--- src/rtl/cr_unit_pkg.sv ---
// cr_unit_pkg: shared definitions for the Condition Register unit.
//   CR geometry (width, field width, in-field bit offsets), the CR-logical
//   opcode encoding and small helpers used by the merge logic.
//   Bit numbering is big-endian: architected bit 0 is the MSB of the vector.
package cr_unit_pkg;

  localparam int CR_WIDTH  = 32;
  localparam int CRF_WIDTH = 4;

  // bit offsets inside a 4-bit field, architected (big-endian) numbering
  localparam int CR_LT = 0;
  localparam int CR_GT = 1;
  localparam int CR_EQ = 2;
  localparam int CR_SO = 3;

  localparam int CRLOP_WIDTH = 3;

  typedef enum logic [CRLOP_WIDTH-1:0] {
    CRLOP_AND  = 3'd0,
    CRLOP_OR   = 3'd1,
    CRLOP_XOR  = 3'd2,
    CRLOP_NAND = 3'd3,
    CRLOP_NOR  = 3'd4,
    CRLOP_EQV  = 3'd5,
    CRLOP_ANDC = 3'd6,
    CRLOP_ORC  = 3'd7
  } crl_op_e;

  function automatic logic crl_eval(input crl_op_e op, input logic a, input logic b);
    logic r;
    case (op)
      CRLOP_AND:  r = a & b;
      CRLOP_OR:   r = a | b;
      CRLOP_XOR:  r = a ^ b;
      CRLOP_NAND: r = ~(a & b);
      CRLOP_NOR:  r = ~(a | b);
      CRLOP_EQV:  r = ~(a ^ b);
      CRLOP_ANDC: r = a & ~b;
      default:    r = a | ~b;
    endcase
    return r;
  endfunction

  // Pack {LT,GT,EQ} plus SO into a field, MSB of the nibble = architected bit 0.
  function automatic logic [CRF_WIDTH-1:0] make_field(input logic [2:0] d, input logic so);
    logic [CRF_WIDTH-1:0] f;
    f[CRF_WIDTH-1-CR_LT] = d[2];
    f[CRF_WIDTH-1-CR_GT] = d[1];
    f[CRF_WIDTH-1-CR_EQ] = d[0];
    f[CRF_WIDTH-1-CR_SO] = so;
    return f;
  endfunction

endpackage

--- src/rtl/cr_unit_merge.sv ---
// cr_merge: combinational merge of the four CR write sources.
//   i_cr               current architected CR
//   i_alu_*            CR0 write from ALU record form
//   i_cmp_*            field write from compare ALU
//   i_xer_so           SO value copied into ALU/compare field writes
//   i_crl_*            single-bit CR-logical write (sources from i_cr)
//   i_mtcrf_*          masked field moves from a GPR
//   o_cr_next          post-merge CR, priority alu > cmp > crl > mtcrf
//   o_conflict         some bit was targeted by two or more sources
module cr_merge
  import cr_unit_pkg::*;
(
  input  logic [CR_WIDTH-1:0] i_cr,
  input  logic                i_alu_wr_en,
  input  logic [2:0]          i_alu_d,
  input  logic                i_cmp_wr_en,
  input  logic [2:0]          i_cmp_crf,
  input  logic [2:0]          i_cmp_d,
  input  logic                i_xer_so,
  input  logic                i_crl_en,
  input  logic [2:0]          i_crl_op,
  input  logic [4:0]          i_crl_bt,
  input  logic [4:0]          i_crl_ba,
  input  logic [4:0]          i_crl_bb,
  input  logic                i_mtcrf_en,
  input  logic [7:0]          i_mtcrf_fxm,
  input  logic [CR_WIDTH-1:0] i_mtcrf_data,
  output logic [CR_WIDTH-1:0] o_cr_next,
  output logic                o_conflict
);

  logic [CR_WIDTH-1:0] w_m_alu, w_m_cmp, w_m_crl, w_m_mt;
  logic [CR_WIDTH-1:0] w_v_alu, w_v_cmp, w_v_crl, w_v_mt;
  logic                w_crl_res;

  // Sources of a CR-logical op always come from the registered CR.
  assign w_crl_res = crl_eval(crl_op_e'(i_crl_op),
                              i_cr[5'd31 - i_crl_ba],
                              i_cr[5'd31 - i_crl_bb]);

  always_comb begin
    w_m_alu = '0;
    w_v_alu = '0;
    w_m_cmp = '0;
    w_v_cmp = '0;
    w_m_crl = '0;
    w_v_crl = '0;
    w_m_mt  = '0;
    w_v_mt  = '0;
    if (i_alu_wr_en) begin
      w_m_alu = {4'hF, 28'h0};
      w_v_alu = {make_field(i_alu_d, i_xer_so), 28'h0};
    end
    if (i_cmp_wr_en) begin
      w_m_cmp = {4'hF, 28'h0} >> {i_cmp_crf, 2'b00};
      w_v_cmp = {make_field(i_cmp_d, i_xer_so), 28'h0} >> {i_cmp_crf, 2'b00};
    end
    if (i_crl_en) begin
      w_m_crl = {1'b1, 31'h0} >> i_crl_bt;
      w_v_crl = {w_crl_res, 31'h0} >> i_crl_bt;
    end
    if (i_mtcrf_en) begin
      // fxm MSB selects field 0, matching the big-endian CR numbering
      for (int i = 0; i < 8; i++) begin
        if (i_mtcrf_fxm[7-i]) w_m_mt[31-4*i -: 4] = 4'hF;
      end
      w_v_mt = i_mtcrf_data & w_m_mt;
    end
  end

  always_comb begin
    o_cr_next = i_cr;
    // lowest priority first so higher-priority sources overwrite
    o_cr_next = (o_cr_next & ~w_m_mt)  | w_v_mt;
    o_cr_next = (o_cr_next & ~w_m_crl) | w_v_crl;
    o_cr_next = (o_cr_next & ~w_m_cmp) | w_v_cmp;
    o_cr_next = (o_cr_next & ~w_m_alu) | w_v_alu;
  end

  assign o_conflict = |((w_m_alu & w_m_cmp) | (w_m_alu & w_m_crl) | (w_m_alu & w_m_mt) |
                        (w_m_cmp & w_m_crl) | (w_m_cmp & w_m_mt)  | (w_m_crl & w_m_mt));

endmodule

--- src/rtl/cr_unit.sv ---
// cr_unit: architected Condition Register with branch-condition evaluation.
//   clk, rst_n            clock, synchronous active-low reset
//   alu_*, cmp_*, xer_so  field writes from ALU record forms and compares
//   crl_*                 CR-logical ops
//   mtcrf_*               move-to-CR-fields
//   br_req/br_bo/br_bi    branch condition request (BO[0]=MSB of br_bo)
//   br_valid, br_cond_ok  registered branch result, one cycle after br_req
//   wr_conflict           registered overlap flag for same-cycle writes
//   cr_out                registered architected CR
module cr_unit
  import cr_unit_pkg::*;
#(
  parameter int                    ARCH_WIDTH = 32,
  parameter logic [ARCH_WIDTH-1:0] CR_RESET   = '0
) (
  input  logic                  clk,
  input  logic                  rst_n,
  input  logic                  alu_wr_en,
  input  logic [2:0]            alu_d,
  input  logic                  cmp_wr_en,
  input  logic [2:0]            cmp_crf,
  input  logic [2:0]            cmp_d,
  input  logic                  xer_so,
  input  logic                  crl_en,
  input  logic [2:0]            crl_op,
  input  logic [4:0]            crl_bt,
  input  logic [4:0]            crl_ba,
  input  logic [4:0]            crl_bb,
  input  logic                  mtcrf_en,
  input  logic [7:0]            mtcrf_fxm,
  input  logic [ARCH_WIDTH-1:0] mtcrf_data,
  input  logic                  br_req,
  input  logic [4:0]            br_bo,
  input  logic [4:0]            br_bi,
  output logic                  br_valid,
  output logic                  br_cond_ok,
  output logic                  wr_conflict,
  output logic [ARCH_WIDTH-1:0] cr_out
);

  logic [ARCH_WIDTH-1:0] r_cr;
  logic                  r_br_valid;
  logic                  r_br_cond_ok;
  logic                  r_wr_conflict;
  logic [ARCH_WIDTH-1:0] w_cr_next;
  logic                  w_conflict;
  logic                  w_cond;
  logic                  w_unused_bo;

  cr_merge u_merge (
    .i_cr         (r_cr),
    .i_alu_wr_en  (alu_wr_en),
    .i_alu_d      (alu_d),
    .i_cmp_wr_en  (cmp_wr_en),
    .i_cmp_crf    (cmp_crf),
    .i_cmp_d      (cmp_d),
    .i_xer_so     (xer_so),
    .i_crl_en     (crl_en),
    .i_crl_op     (crl_op),
    .i_crl_bt     (crl_bt),
    .i_crl_ba     (crl_ba),
    .i_crl_bb     (crl_bb),
    .i_mtcrf_en   (mtcrf_en),
    .i_mtcrf_fxm  (mtcrf_fxm),
    .i_mtcrf_data (mtcrf_data),
    .o_cr_next    (w_cr_next),
    .o_conflict   (w_conflict)
  );

  // BO[0] (vector bit 4) = ignore CR; else compare CR_next[bi] with BO[1].
  // Using the post-merge value gives same-cycle write bypass.
  assign w_cond = br_bo[4] | (w_cr_next[5'd31 - br_bi] == br_bo[3]);

  // CTR-related BO bits belong to the branch unit.
  assign w_unused_bo = ^br_bo[2:0];

  always_ff @(posedge clk) begin
    if (!rst_n) begin
      r_cr          <= CR_RESET;
      r_br_valid    <= 1'b0;
      r_br_cond_ok  <= 1'b0;
      r_wr_conflict <= 1'b0;
    end else begin
      r_cr          <= w_cr_next;
      r_br_valid    <= br_req;
      r_wr_conflict <= w_conflict;
      if (br_req) r_br_cond_ok <= w_cond;
    end
  end

  assign cr_out      = r_cr;
  assign br_valid    = r_br_valid;
  assign br_cond_ok  = r_br_cond_ok;
  assign wr_conflict = r_wr_conflict;

endmodule

--- config.mk ---
export PLATFORM = sky130hd
export DESIGN_NAME = cr_unit
export DESIGN_NICKNAME = d
export VERILOG_FILES = /design/src/rtl/cr_unit_pkg.sv /design/src/rtl/cr_unit_merge.sv /design/src/rtl/cr_unit.sv
export SDC_FILE = /design/constraint.sdc
export NUM_CORES = 1
export LEC_CHECK = 0
export ABC_CLOCK_PERIOD_IN_PS = 15250
export CAP_MARGIN = 5
export CORE_ASPECT_RATIO = 0.75
export CORE_MARGIN = 2
export CORE_UTILIZATION = 45
export CTS_BUF_LIST = sky130_fd_sc_hd__clkbuf_8
export CTS_CLUSTER_DIAMETER = 60
export DETAILED_ROUTE_END_ITERATION = 16
export GPL_TIMING_DRIVEN = 0
export MAX_ROUTING_LAYER = met4
export PLACE_DENSITY = 0.79
export SLEW_MARGIN = 0
export SYNTH_ARGS = -nofsm -noshare
export SYNTH_HDL_FRONTEND = slang
export SYNTH_SLANG_ARGS = --single-unit
--- constraint.sdc ---
create_clock -name clk -period 15.25 [get_ports clk]
set_clock_uncertainty 0.2 [all_clocks]
set_input_delay 3.05 -clock clk [delete_from_list [all_inputs] [get_ports clk]]
set_output_delay 3.05 -clock clk [all_outputs]
set_load 0.01 [all_outputs]
==> impl_metrics.csv <==
group,metric,value,unit
synth,yosys-top-cells-area,"dfxtp_1 19%, mux4_2 15%, mux2i_1 7.4%",
clock_network,clk_path_buf_depth,2,
floorplan,start_util,46.4,%
routing,vias,4550,
min_path,worstHoldStart,"br_cond_ok",
synth,synth_area,3670,sq um
critical_path,path_cells,"clkbuf_1, mux4_2, mux4_2, mux2i_1, ha_1, mux2_2, mux4_2, a2111oi_0, o41ai_1, o2111a_1, o32ai_1, nor3_1, o41a_1",
routing,wire_per_inst,24.3,um
timing,slew_headroom,21.0,%
synth,synth_top_area_share,19.1,%
clock_network,clock-sinks,35,
global_routing,antenna_found_initial,0,
finish,layout_common_cells,"107 x clkdlybuf4s50_1, 46 x nand2_1, 45 x a21oi_1",
timing,tightestPinTransition,1.17,ns
routing,drc,0,
routing,finalWirelength,16500,um
synth,synth.avg_cell_area,7.99,sq um
routing,antenna_left,0,
synth,synth_cell_types,60,
routing,drt_iter0_drc,661,
timing,rsz0062_at_grt,"false",
clock_network,numCtsBuffers,5,
clock_network,cts.clk_slew.worst_paths,0.08,ns
clock_network,cts.repair.resized,0,
floorplan,row_count,28,
critical_path,cp-end-kind,"register",
pwr,powerDensity,64.1,nW/um^2
timing,setup_tns,0,ns
pwr,peakVddDrop,0.0435,mV
floorplan,fp.dieH,82.2,um
critical_path,critPathCapture,"br_cond_ok",
synth,yosysTopAreaCell,"dfxtp_1",
timing,finalCritPeriodShare,56.2,%
timing,hold_viol,0,
floorplan,io_pins,120,
timing,fin_ws,6.68,ns
placement,portBuffers,107,
critical_path,crit_path_top_delay_cell,"clkbuf_1",
floorplan,core,7920,sq um
critical_path,r2r-start,"cr_out[0]",
synth,synth_nets,549,
min_path,hold_class,"reg -> reg",
critical_path,worstPathArrival,8.56,ns
floorplan,die_area,8910,sq um
global_routing,grt_pass1_vias,4320,
timing,finalMaxSlewViolations,0,
floorplan,die_w,108,um
critical_path,cp_max_fo,8,
routing,first_pass_iters,5,
clock_network,cts_tree,"done",
placement,dp_slack,6.52,ns
finish,syn_to_final_growth,35.2,%
run_status,status,"complete, no violations",
critical_path,worstRegToRegCells,12,
global_routing,grt_pass1_wl,24300,um
critical_path,critical_path.most_common_cell,"mux4_2",
flow_run,maxCapViolations,0,
critical_path,reg2reg_setup_slack,9.97,ns
finish,fillers,756,
global_routing,grt_usage,38.2,%
clock_network,ctsHoldBuffers,0,
timing,min_period,8.57,ns
global_routing,grt_max_degree,11,
clock_network,htreeDepth,2,
clock_network,clock_latency,0.30,ns
finish,layout_commonest_cell,"clkdlybuf4s50_1",
timing,whs,0.435,ns
finish,final_nets,663,
placement,gp_congestion,1.00,
routing,vias_per_cell,6.69,
critical_path,cp.required,15.24,ns
synth,netlist_instances,460,
critical_path,worstSetupStartpoint,"crl_ba[0]",
finish,drive_gt1_share,7.67,%
clock_network,clock-root-buffer,"clkbuf_8",
placement,dp_hpwl,12500,um
global_routing,grt-ovfl-total,0,
timing,max_clock_freq,117,MHz
timing,setup_viol,0,
synth,synth_edf_count,0,
synth,yosysSeqAreaShare,19.1,%
synth,synthArstFlopShare,0,%
critical_path,cp-start-kind,"input pin",
synth,synth_ff_type,"dfxtp_1",
critical_path,regToRegEndpoint,"br_cond_ok",
synth,synth_seq_cells,35,
synth,synth_warnings,0,
critical_path,worstSetupPathType,"in -> reg",
clock_network,cts_setup_buffers,0,
pwr,cellLeakagePower,0.00186,uW
critical_path,slowest_delay,0.76,ns
## flip-flops by register name, indices dropped and copies added (netlist names)
name,cells
br_cond_ok,1
wr_conflict,1
cr_out,32
br_valid,1
## kinds of logic (layout without fill, tap and decap cells)
kind of cell,count (synthesis),after routing,share of synthesized area (%)
mux,54,54,23.0
flops,35,35,19.1
simple gates,166,166,24.0
compound gates,145,145,26.5
fa+ha+maj,4,4,1.36
buf+inv,56,170,6.10
other cells,0,1,0
## per-layer routing
metal  vias up  global-route usage (%)  share of wire (%)
li1       2002                       -                  -
met1      2113                    50.5                 41
met2       379                    56.9                 42
met3        56                    10.6                 14
met4         0                    12.4                3.0
met5         -                       -                  0
## metrics by stage
step / util, % / power [uW] / instances / area [sq um]
floorplan: - / 178 / 460 / 3670
global placement: 61.6 / 239 / 672 / 4880
detailed placement: 61.6 / 242 / 672 / 4880
CTS: 62.7 / 312 / 679 / 4960
global route: 62.7 / 328 / 679 / 4960
finish: 62.7 / 318 / 680 / 4970
## power by group
| part | switching (uW) | total (uW) | internal (uW) |
|---|---|---|---|
| sequential | 6.56 | 104 | 97.8 |
| clock | 38.1 | 73.6 | 35.6 |
| combinational | 74.8 | 140 | 65.4 |
## worst min-delay path by stage
stage	endpoint	slack, ns	cells after the start
3_3_place_gp	br_cond_ok	0.37	3
2_1_floorplan	br_cond_ok	0.40	3
6_report	br_cond_ok	0.44	3
4_1_cts	br_cond_ok	0.45	3
5_1_grt	br_cond_ok	0.49	3
3_5_place_dp	br_cond_ok	0.44	3
## layout make-up
| cell class | count | area (sq um) | share of cell area, % |
|---|---|---|---|
| Tap cell | 105 | 131 | 2.65 |
| Clock buffer | 6 | 82.6 | 1.66 |
| Timing Repair Buffer | 107 | 1070 | 21.6 |
| Inverter | 13 | 48.8 | 0.983 |
| Antenna cell | 1 | 2.50 | 0.0504 |
| Multi-Input combinational cell | 369 | 2750 | 55.4 |
| Buffer | 43 | 175 | 3.53 |
| Clock inverter | 1 | 5.00 | 0.101 |
| Sequential cell | 35 | 701 | 14.1 |
## cells in the mapped netlist, types with 5 or more instances
cell type and instances:
and3_1 11, a221oi_1 9, a211oi_1 9, o21ai_0 22
and2_1 13, a22oi_1 6, buf_2 5, a31oi_1 7
clkbuf_1 34, dfxtp_1 35, nor2_1 26, nand2_1 46
o221ai_1 5, mux2i_1 27, a21oi_1 45, mux4_2 24
inv_1 12, o31ai_1 5, nand3_1 19, nand2b_1 11
nor3_1 7
## worst max-delay path, delay by kind of cell
family,cells,cell delay (ns)
mux,5,2.28
compound gates,5,2.02
buf+inv,1,0.76
fa+ha+maj,1,0.33
simple gates,1,0.11
No activity file was read; power rests on OpenSTA's default activity.
